==> src/rtl/y86_pkg.sv <==
// Shared Y86-64 encodings: instruction codes, ALU and condition functions,
// one-hot status codes, register IDs and the E->M pipeline register layout.
package y86_pkg;

    localparam int WORD = 64;

    localparam logic [3:0] IHALT   = 4'h0;
    localparam logic [3:0] INOP    = 4'h1;
    localparam logic [3:0] IRRMOVQ = 4'h2;
    localparam logic [3:0] IIRMOVQ = 4'h3;
    localparam logic [3:0] IRMMOVQ = 4'h4;
    localparam logic [3:0] IMRMOVQ = 4'h5;
    localparam logic [3:0] IOPQ    = 4'h6;
    localparam logic [3:0] IJXX    = 4'h7;
    localparam logic [3:0] ICALL   = 4'h8;
    localparam logic [3:0] IRET    = 4'h9;
    localparam logic [3:0] IPUSHQ  = 4'hA;
    localparam logic [3:0] IPOPQ   = 4'hB;

    localparam logic [3:0] ALUADD = 4'h0;
    localparam logic [3:0] ALUSUB = 4'h1;
    localparam logic [3:0] ALUAND = 4'h2;
    localparam logic [3:0] ALUXOR = 4'h3;

    localparam logic [3:0] C_YES = 4'h0;
    localparam logic [3:0] C_LE  = 4'h1;
    localparam logic [3:0] C_L   = 4'h2;
    localparam logic [3:0] C_E   = 4'h3;
    localparam logic [3:0] C_NE  = 4'h4;
    localparam logic [3:0] C_GE  = 4'h5;
    localparam logic [3:0] C_G   = 4'h6;

    localparam logic [3:0] SAOK = 4'b1000;
    localparam logic [3:0] SHLT = 4'b0100;
    localparam logic [3:0] SADR = 4'b0010;
    localparam logic [3:0] SINS = 4'b0001;

    localparam logic [3:0] RNONE = 4'hF;
    localparam logic [3:0] RRSP  = 4'h4;

    typedef struct packed {
        logic zf;
        logic sf;
        logic of;
    } cc_t;

    localparam cc_t CC_RESET = '{zf: 1'b1, sf: 1'b0, of: 1'b0};

    typedef struct packed {
        logic [3:0]      stat;
        logic [3:0]      icode;
        logic [3:0]      ifun;
        logic            cnd;
        logic [WORD-1:0] val_e;
        logic [WORD-1:0] val_a;
        logic [3:0]      dst_e;
        logic [3:0]      dst_m;
    } mreg_t;

    // Reset and bubble share the same image: an AOK nop writing nothing.
    localparam mreg_t MREG_BUBBLE = '{
        stat:  SAOK,
        icode: INOP,
        ifun:  4'h0,
        cnd:   1'b0,
        val_e: 64'd0,
        val_a: 64'd0,
        dst_e: RNONE,
        dst_m: RNONE
    };

    function automatic logic cond_eval(input logic [3:0] ifun, input cc_t cc);
        logic lt;
        lt = cc.sf ^ cc.of;
        case (ifun)
            C_YES:   cond_eval = 1'b1;
            C_LE:    cond_eval = lt | cc.zf;
            C_L:     cond_eval = lt;
            C_E:     cond_eval = cc.zf;
            C_NE:    cond_eval = ~cc.zf;
            C_GE:    cond_eval = ~lt;
            C_G:     cond_eval = ~lt & ~cc.zf;
            default: cond_eval = 1'b0;
        endcase
    endfunction

endpackage

==> src/rtl/y86_alu.sv <==
// Combinational Y86-64 ALU: result of B op A plus zero/sign/overflow flags.
module y86_alu
    import y86_pkg::*;
(
    input  logic [WORD-1:0] alu_a,
    input  logic [WORD-1:0] alu_b,
    input  logic [3:0]      alu_fn,
    output logic [WORD-1:0] res,
    output logic            zf,
    output logic            sf,
    output logic            of
);

    always_comb begin
        case (alu_fn)
            ALUADD:  res = alu_b + alu_a;
            ALUSUB:  res = alu_b - alu_a;
            ALUAND:  res = alu_b & alu_a;
            ALUXOR:  res = alu_b ^ alu_a;
            default: res = '0;
        endcase
    end

    // Overflow is judged from operand and result sign bits only.
    always_comb begin
        case (alu_fn)
            ALUADD:  of = (alu_a[WORD-1] == alu_b[WORD-1]) && (res[WORD-1] != alu_a[WORD-1]);
            ALUSUB:  of = (alu_a[WORD-1] != alu_b[WORD-1]) && (res[WORD-1] != alu_b[WORD-1]);
            default: of = 1'b0;
        endcase
        zf = (res == '0);
        sf = res[WORD-1];
    end

endmodule

==> src/rtl/execute_stage.sv <==
// Y86-64 Execute stage: ALU operand selection, condition codes, cmov/jump
// condition, forwarding outputs to decode and the E->M pipeline register.
module execute_stage
    import y86_pkg::*;
(
    input  logic        clk,
    input  logic        rst,
    input  logic [3:0]  E_stat,
    input  logic [3:0]  E_icode,
    input  logic [3:0]  E_ifun,
    input  logic [63:0] E_valc,
    input  logic [63:0] E_valA,
    input  logic [63:0] E_valB,
    input  logic [3:0]  E_dstE,
    input  logic [3:0]  E_dstM,
    input  logic [3:0]  m_stat,
    input  logic [3:0]  W_stat,
    input  logic        M_bubble,
    output logic [63:0] e_valE,
    output logic [3:0]  e_dstE,
    output logic        e_Cnd,
    output logic [3:0]  M_stat,
    output logic [3:0]  M_icode,
    output logic [3:0]  M_ifun,
    output logic        M_Cnd,
    output logic [63:0] M_valE,
    output logic [63:0] M_valA,
    output logic [3:0]  M_dstE,
    output logic [3:0]  M_dstM,
    output logic [2:0]  CC
);

    localparam logic [WORD-1:0] STACK_DEC = 64'hFFFF_FFFF_FFFF_FFF8;
    localparam logic [WORD-1:0] STACK_INC = 64'd8;

    logic [WORD-1:0] alu_a;
    logic [WORD-1:0] alu_b;
    logic [3:0]      alu_fn;
    logic [WORD-1:0] alu_res;
    logic            alu_zf;
    logic            alu_sf;
    logic            alu_of;
    logic            set_cc;
    cc_t             cc_q;
    cc_t             cc_d;
    mreg_t           mreg_q;
    mreg_t           mreg_d;

    always_comb begin
        alu_a = '0;
        alu_b = '0;
        case (E_icode)
            IRRMOVQ: alu_a = E_valA;
            IIRMOVQ: alu_a = E_valc;
            IRMMOVQ, IMRMOVQ: begin
                alu_a = E_valc;
                alu_b = E_valB;
            end
            IOPQ: begin
                alu_a = E_valA;
                alu_b = E_valB;
            end
            ICALL, IPUSHQ: begin
                alu_a = STACK_DEC;
                alu_b = E_valB;
            end
            IRET, IPOPQ: begin
                alu_a = STACK_INC;
                alu_b = E_valB;
            end
            default: ;
        endcase
        alu_fn = (E_icode == IOPQ) ? E_ifun : ALUADD;
    end

    y86_alu u_alu (
        .alu_a  (alu_a),
        .alu_b  (alu_b),
        .alu_fn (alu_fn),
        .res    (alu_res),
        .zf     (alu_zf),
        .sf     (alu_sf),
        .of     (alu_of)
    );

    // Only downstream exceptions block CC; the E instruction's own stat does not.
    always_comb begin
        set_cc = (E_icode == IOPQ) && (m_stat == SAOK) && (W_stat == SAOK);
        cc_d   = cc_q;
        if (set_cc) begin
            cc_d = '{zf: alu_zf, sf: alu_sf, of: alu_of};
        end
    end

    always_comb begin
        e_valE = alu_res;
        e_Cnd  = ((E_icode == IRRMOVQ) || (E_icode == IJXX)) ? cond_eval(E_ifun, cc_q) : 1'b0;
        e_dstE = ((E_icode == IRRMOVQ) && !e_Cnd) ? RNONE : E_dstE;
    end

    always_comb begin
        mreg_d = MREG_BUBBLE;
        if (!M_bubble) begin
            mreg_d.stat  = E_stat;
            mreg_d.icode = E_icode;
            mreg_d.ifun  = E_ifun;
            mreg_d.cnd   = e_Cnd;
            mreg_d.val_e = e_valE;
            mreg_d.val_a = E_valA;
            mreg_d.dst_e = e_dstE;
            mreg_d.dst_m = E_dstM;
        end
    end

    always_ff @(posedge clk or posedge rst) begin
        if (rst) begin
            cc_q   <= CC_RESET;
            mreg_q <= MREG_BUBBLE;
        end else begin
            cc_q   <= cc_d;
            mreg_q <= mreg_d;
        end
    end

    assign M_stat  = mreg_q.stat;
    assign M_icode = mreg_q.icode;
    assign M_ifun  = mreg_q.ifun;
    assign M_Cnd   = mreg_q.cnd;
    assign M_valE  = mreg_q.val_e;
    assign M_valA  = mreg_q.val_a;
    assign M_dstE  = mreg_q.dst_e;
    assign M_dstM  = mreg_q.dst_m;
    assign CC      = cc_q;

endmodule

==> config.mk <==
export PLATFORM = sky130hd
export DESIGN_NAME = execute_stage
export DESIGN_NICKNAME = d
export VERILOG_FILES = /design/src/rtl/y86_pkg.sv /design/src/rtl/y86_alu.sv /design/src/rtl/execute_stage.sv
export SDC_FILE = /design/constraint.sdc
export NUM_CORES = 1
export LEC_CHECK = 0
export CAP_MARGIN = 0
export CORE_UTILIZATION = 30
export CTS_CLUSTER_SIZE = 20
export DETAILED_ROUTE_END_ITERATION = 10
export GPL_ROUTABILITY_DRIVEN = 0
export PLACE_DENSITY = 0.58
export SLEW_MARGIN = 5
export SYNTH_ARGS = -nofsm -noshare
export SYNTH_HDL_FRONTEND = slang
export SYNTH_SLANG_ARGS = --single-unit
export TNS_END_PERCENT = 10
==> constraint.sdc <==
create_clock -name clk -period 6.7 [get_ports clk]
set_input_delay 1.005 -clock clk [delete_from_list [all_inputs] [get_ports clk]]
set_output_delay 1.005 -clock clk [all_outputs]
set_load 0.02 [all_outputs]
==> results of run 1 <==
## final cells by class
| type | count | area, sq um | share of cell area [%] |
|---|---|---|---|
| Multi-Input combinational cell | 1507 | 11600 | 44.0 |
| Timing Repair Buffer | 1062 | 9100 | 34.7 |
| Sequential cell | 152 | 3820 | 14.5 |
| Tap cell | 664 | 831 | 3.16 |
| Clock buffer | 19 | 443 | 1.69 |
| Inverter | 87 | 332 | 1.26 |
| Clock inverter | 13 | 158 | 0.600 |
| Antenna cell | 6 | 15.0 | 0.0572 |
## kinds of logic (layout without fill, tap and decap cells)
logic type | after synthesis | after routing
buf+inv | 213 | 1181
simple gates | 672 | 673
fa+ha+maj | 126 | 126
mux | 72 | 72
compound gates | 528 | 528
other cells | 0 | 6
xor+xnor | 108 | 108
flops | 152 | 152
## per-stage QoR
| stage | instances | total power [mW] | TNS [ns] | hold slack, ns |
|---|---|---|---|---|
| after detailed placement | 3413 | 3.26 | -31.67 | 0.550 |
| final | 3510 | 4.51 | -2.61 | 0.578 |
| after floorplan | 1871 | 2.07 | -0.158 | 0.605 |
| after global routing | 3508 | 4.73 | -8.24 | 0.593 |
| after CTS | 3495 | 4.45 | -1.15 | 0.565 |
| after global placement | 3413 | 3.25 | -28.84 | 0.548 |
## per-layer routing
layer  part of all wire, %  track usage (%)  wire length, microns  vias up
met5                     0                0                     0        -
met4                   4.0             14.2                  2990        0
met3                   7.8             5.79                  5830      144
met2                    44             43.3                 32700      820
met1                    44             38.4                 33000     8734
li1                      -                -                     -     8633
## registers in the layout (all words and copies together) (netlist names)
name / flops
CC: 3
M_ifun: 4
M_valE: 64
M_dstE: 4
M_Cnd: 1
M_dstM: 4
M_icode: 4
M_stat: 4
M_valA: 64
## placed cells by master, fill, tap and decap left out, drive strengths merged, types with 25 or more instances in the layout
master	n
mux2i	63
dfrtp	141
nor3	32
o22ai	29
a31oi	25
xnor2	82
a21o	26
and2	75
nand4	40
a21oi	193
nor2b	128
ha	125
nand3	29
xor2	26
buf	671
clkdlybuf4s50	373
a2bb2oi	27
o21ai	85
nor2	115
inv	94
nand2	131
## how the worst max path moves through the flow
stage	start	end	depth (start not counted)
finish	E_valA[17]	e_valE[62]	26
global route	E_icode[1]	e_valE[62]	28
CTS	E_icode[1]	e_valE[63]	25
detailed placement	E_icode[1]	e_valE[62]	25
global placement	E_icode[2]	CC[2]	29
floorplan	E_icode[1]	e_valE[63]	23
## timing repair
action	4_1_cts	5_1_grt
gates resized for setup	222	117
hold buffers	0	0
pin swaps	98	64
cloned	0	1
endpoints found under the setup margin	49	43
buffers inserted	51	8
## power groups by stage
stage / combinational, mW / clock (mW) / sequential, mW
finish: 2.43 / 1.06 / 1.02
detailed placement: 2.23 / 0 / 1.04
global placement: 2.21 / 0 / 1.03
floorplan: 0.933 / 0 / 1.13
CTS: 2.34 / 1.09 / 1.02
global route: 2.58 / 1.12 / 1.02
## worst min-delay path, stage by stage (launching register included)
cell and delay, ns:
dfrtp_1 0.42, nand2_1 0.07, nand2_1 0.06
==> results.md, run 1 <==
* Final core utilization at approximately 53%
* Clk Latency, worst-skew pair at between 0.5 and 0.6 ns
* Number of distinct library cells after synthesis at 87
* Hold Crit Class: reg2reg
* Synth top cells by count: a21oi_1, dfrtp_1, nand2_1
* Design area at between 0.02 and 0.03 sq mm
* Vias in the first global route at around 18k
* Max IR drop VDD at 0.000184 V
* Post-route clock period utilization at 104%
* Total core area at between 0.04 and 0.05 sq mm
* Flop2flop setup slack at roughly 4.6 ns
* CTS tree: built
* RSZ-0062 raised after global routing: yes
* Switching Share at between 30% and 40%
* Max-slew headroom at between 30% and 40%
* 1st-pass router iterations at 6
* Vias at 18.3k
* Syn. warnings at 0
* Post-synth top area share at about a quarter
* First-pass GRT wire length at ~110 mm
* Io pins at between 400 and 500
* Most common cell in the netlist: a21oi_1
* Hold Startpoint: CC[1]
* FMAX at ~140 MHz
* WL per Instance at 21.3 microns
* Initial antenna violation count at 5
* Max Cap Viol at 0
* Critical path class: in2out
* Setup Viol. Count Final at 22
* Htree depth at 4
* Clock slew at reported path FFs at 0.07 ns
* DR DRC count at 0
* WHS Endpoint: CC[1]
* Cell Area, Synth at about 0.015 sq mm
* Critical path startpoint category: input port
* Reg-to-reg critical path endpoint: M_dstE[3]
* Register-to-Register Path Depth at 7
* Yosys top cell by area: dfrtp_1
* Failing checks: negative setup slack
* Routed WL at around 75 mm
* Clk_skew at ~0.017 ns
* Nets at ~3.2k
* Adder-Cell Fraction of Synth Area at approximately a tenth
* Dpl cell area at ~0.024 sq mm
* Port bufs at between 400 and 500
* Mux contribution to synthesized area at 4.87%
* Pre-CTS setup slack at -1.29 ns
* Sw Pwr at about 1.8 mW
* Family with the most delay on the worst path: simple AND/OR/NAND/NOR gates
* Largest buffer count on any clock path at 2
* Post-synth EDFFs at 0
* Synth Area in XOR/XNOR at 6.30%
* Starting DRT DRC Count at roughly 1.6k
* CTS Root Cell: clkbuf_16
* Worst slew pin tran at between 0.9 and 1 ns
* Hold depth at 2
* Status: finished, violations left
* Flop pwr share at a little under a quarter
* CP peak stage delay at 0.57 ns
* Total CTS buffers at 17
* WP data arrival at slightly below 6 ns
* Die Y at 226 microns
* Most Frequent Cell on Critical Path: a21oi_2
* Syn-to-layout area delta at 74.8%
* Die width at 226 microns
* Clock power share at about a quarter
* Synth Flop Type: dfrtp_1
* Crit path required time at approximately 5.7 ns
* Mapped Nets at 2,220
* PwrDens at between 150 and 200 mW/mm^2
* Layout cells sized above 1 at between 30% and 40%
* CP max stage cell: or4b_4
* Lkg Pwr at around 12 nW
* Origin of the critical flop-to-flop path: CC[0]
* Ys async rst share at 100%
* Average size of a mapped cell at around 8 sq um
* Clock Sinks at between 150 and 200
* Synth top area cells: dfrtp_1, ha_1, a21oi_1
* Post-synthesis sequential area ratio at 25.4%
* Simple logic cell fraction of the synthesized area at 24.4%
* Worst setup EP type: primary output
* Cells after synthesis at 1,871
* GRT Total Usage at 28.6%
* Fillcell total at between 4k and 5k
* Yosys reg bits at roughly 150
* Final setup margin at -0.258 ns
* Total grt overflow at 0
* Vias per std cell at between 5 and 6
* Fin crit period at a little under 7 ns
* Routed Antenna Nets at 0
* Internal power at 2.76 mW
* Initial Util at between 30% and 40%
* Max Slew Vio Count at 0
* Complex-gate fraction of the synthesized area at 22.5%
* Die Area at about 0.051 sq mm
* FP Rows at 81
* Endpoints failing hold at 0
* WP buf/inv at 4
* Gate power share at ~54%
* Largest family of logic cells by synthesized area: simple AND/OR/NAND/NOR gates
* DP Wirelength at between 50 and 60 mm
* Largest net degree at the start of global routing at 89
* Crit-path max FO at 3
(Power assumes the default switching activity.)
==> run 2, diff against run 1 <==
HOLD_SLACK_MARGIN = 0.05   (was default)
RECOVER_POWER = 50   (was default)
==> results.md, run 2 (synthesized netlist as in run 1, its figures left out) <==
* WP data arrival at about 6.0 ns
* Fin crit period at 6.96 ns
* Worst slew pin tran at ~3.8 ns
* Clock slew at reported path FFs at roughly 0.070 ns
* Sequential cell area at roughly 0.0038 sq mm
* Post-route clock period utilization at 104%
* Largest net degree at the start of global routing at 89
* Final core utilization at 53.4%
* Multi-input gate area at between 0.01 and 0.015 sq mm
* Max-slew headroom at -153%
* CTS Root Cell: clkbuf_16
* Total CTS buffers at 17
* Vias in the first global route at 18.4k
* Hold depth at 2
* Nets at roughly 3.2k
* Port bufs at roughly 440
* DR DRC count at 0
* Largest buffer count on any clock path at 2
* # hold bufs at CTS at 0
* GRT Total Usage at 28.6%
* 1st-pass router iterations at 5
* Hold Crit Class: reg2reg
* Clock Sinks at about 150
* Design area at about 0.026 sq mm
* Endpoints failing hold at 0
* DP Wirelength at 59.6 mm
* Fillcell total at roughly 4.6k
* Commonest non-fill, non-tap cells in the layout: buf_4, clkdlybuf4s50_1, a21oi_1
* Failing checks: max-capacitance violations, max-slew violations, negative setup slack
* Register-to-Register Path Depth at 7
* Critical path startpoint category: input port
* Io pins at 444
* Die Y at between 200 and 250 microns
* Crit-path max FO at 6
* Clk Latency, worst-skew pair at 0.51 ns
* Htree depth at 4
* Clk_skew at 0.0174 ns
* Max IR drop VDD at between 0.00015 and 0.0002 V
* RSZ-0062 raised after global routing: yes
* Max Slew Vio Count at between 200 and 250
* Syn-to-layout area delta at 74.7%
* Vias at approximately 18k
* FMAX at ~140 MHz
* FP Rows at 81
* Die width at between 200 and 250 microns
* WL per Instance at 21.3 microns
* Crit path required time at 5.69 ns
* Dpl cell area at roughly 0.024 sq mm
* Lkg Pwr at ~12 nW
* Vias per std cell at ~5.2
* Final setup margin at -0.264 ns
* Starting DRT DRC Count at about 1.5k
* Total core area at approximately 0.05 sq mm
* Status: finished, violations left
* Critical path class: in2out
* Max Cap Viol at 4
* Worst setup EP type: primary output
* Initial Util at 30.6%
* Layout cells sized above 1 at 33.6%
* PwrDens at ~170 mW/mm^2
* Setup Total Neg Slack at -2.77 ns
* First-pass GRT wire length at ~110 mm
* Routed Antenna Nets at 0
* Initial antenna violation count at 5
* Total grt overflow at 0
* Commonest non-fill, non-tap cell in the layout: buf_4
* Routed WL at around 75 mm
* Setup Viol. Count Final at 23
* Die Area at 0.0510 sq mm
* CTS tree: built
-- run 2: per-layer routing --
layer | part of all wire [%] | wire length [microns] | track usage (%)
met1 | 44 | 33000 | 38.4
met2 | 44 | 32700 | 43.3
met3 | 7.9 | 5890 | 5.79
met4 | 4.1 | 3030 | 14.2
met5 | 0 | 0 | 0
-- run 2: power breakdown --
part           internal, mW  leakage [nW]  switching (mW)
Clock                 0.569         0.285           0.494
Combinational          1.19          10.0            1.24
Sequential            0.996          1.95          0.0233
-- run 2: layout make-up --
class	instances	share of cell area [%]
clock inverters	13	0.601
repair buffers	1062	34.6
clock buffers	19	1.69
diodes	6	0.0572
flip-flops and latches	152	14.5
inverters	87	1.25
well taps	664	3.17
multi-input cells	1507	44.1
-- run 2: final timing paths --
path                       slack, ns       from         end
setup / recovery               -0.26  E_valc[1]  e_valE[58]
hold / removal                  0.57      CC[1]       CC[1]
setup reg to reg                4.64      CC[0]   M_dstE[3]
hold reg to reg                 0.57      CC[1]       CC[1]
max in group asynchronous       1.52        rst  M_valA[60]
min in group asynchronous       1.42        rst   M_valE[0]
-- run 2: metrics by stage --
| stage | hold slack (ns) | total power, mW | instances | worst slack [ns] |
|---|---|---|---|---|
| after global routing | 0.593 | 4.73 | 3508 | -0.416 |
| final | 0.571 | 4.52 | 3510 | -0.264 |
| after floorplan | 0.605 | 2.07 | 1871 | -0.122 |
| after global placement | 0.548 | 3.25 | 3413 | -1.23 |
| after detailed placement | 0.550 | 3.26 | 3413 | -1.29 |
| after CTS | 0.565 | 4.45 | 3495 | -0.142 |
-- run 2: worst max-delay path: stages --
cell and delay, ns:
clkdlybuf4s50_1 0.51, nand3b_1 0.12, a311oi_2 0.37, inv_1 0.11, buf_4 0.15, nand4_1 0.16
nor3_4 0.06, buf_4 0.18, a21oi_1 0.23, xnor2_1 0.19, ha_1 0.32, a21oi_2 0.26
o211ai_1 0.13, a21o_1 0.20, o31a_1 0.40, buf_6 0.17, or4_4 0.54, a21o_4 0.26
o311a_1 0.31, nand2_1 0.12, buf_6 0.13
-- run 2: repair_timing --
item	4_1_cts	5_1_grt
pin swaps	98	64
gates resized for setup	222	117
cloned	0	1
buffers inserted	51	8
endpoints found under the setup margin	49	43
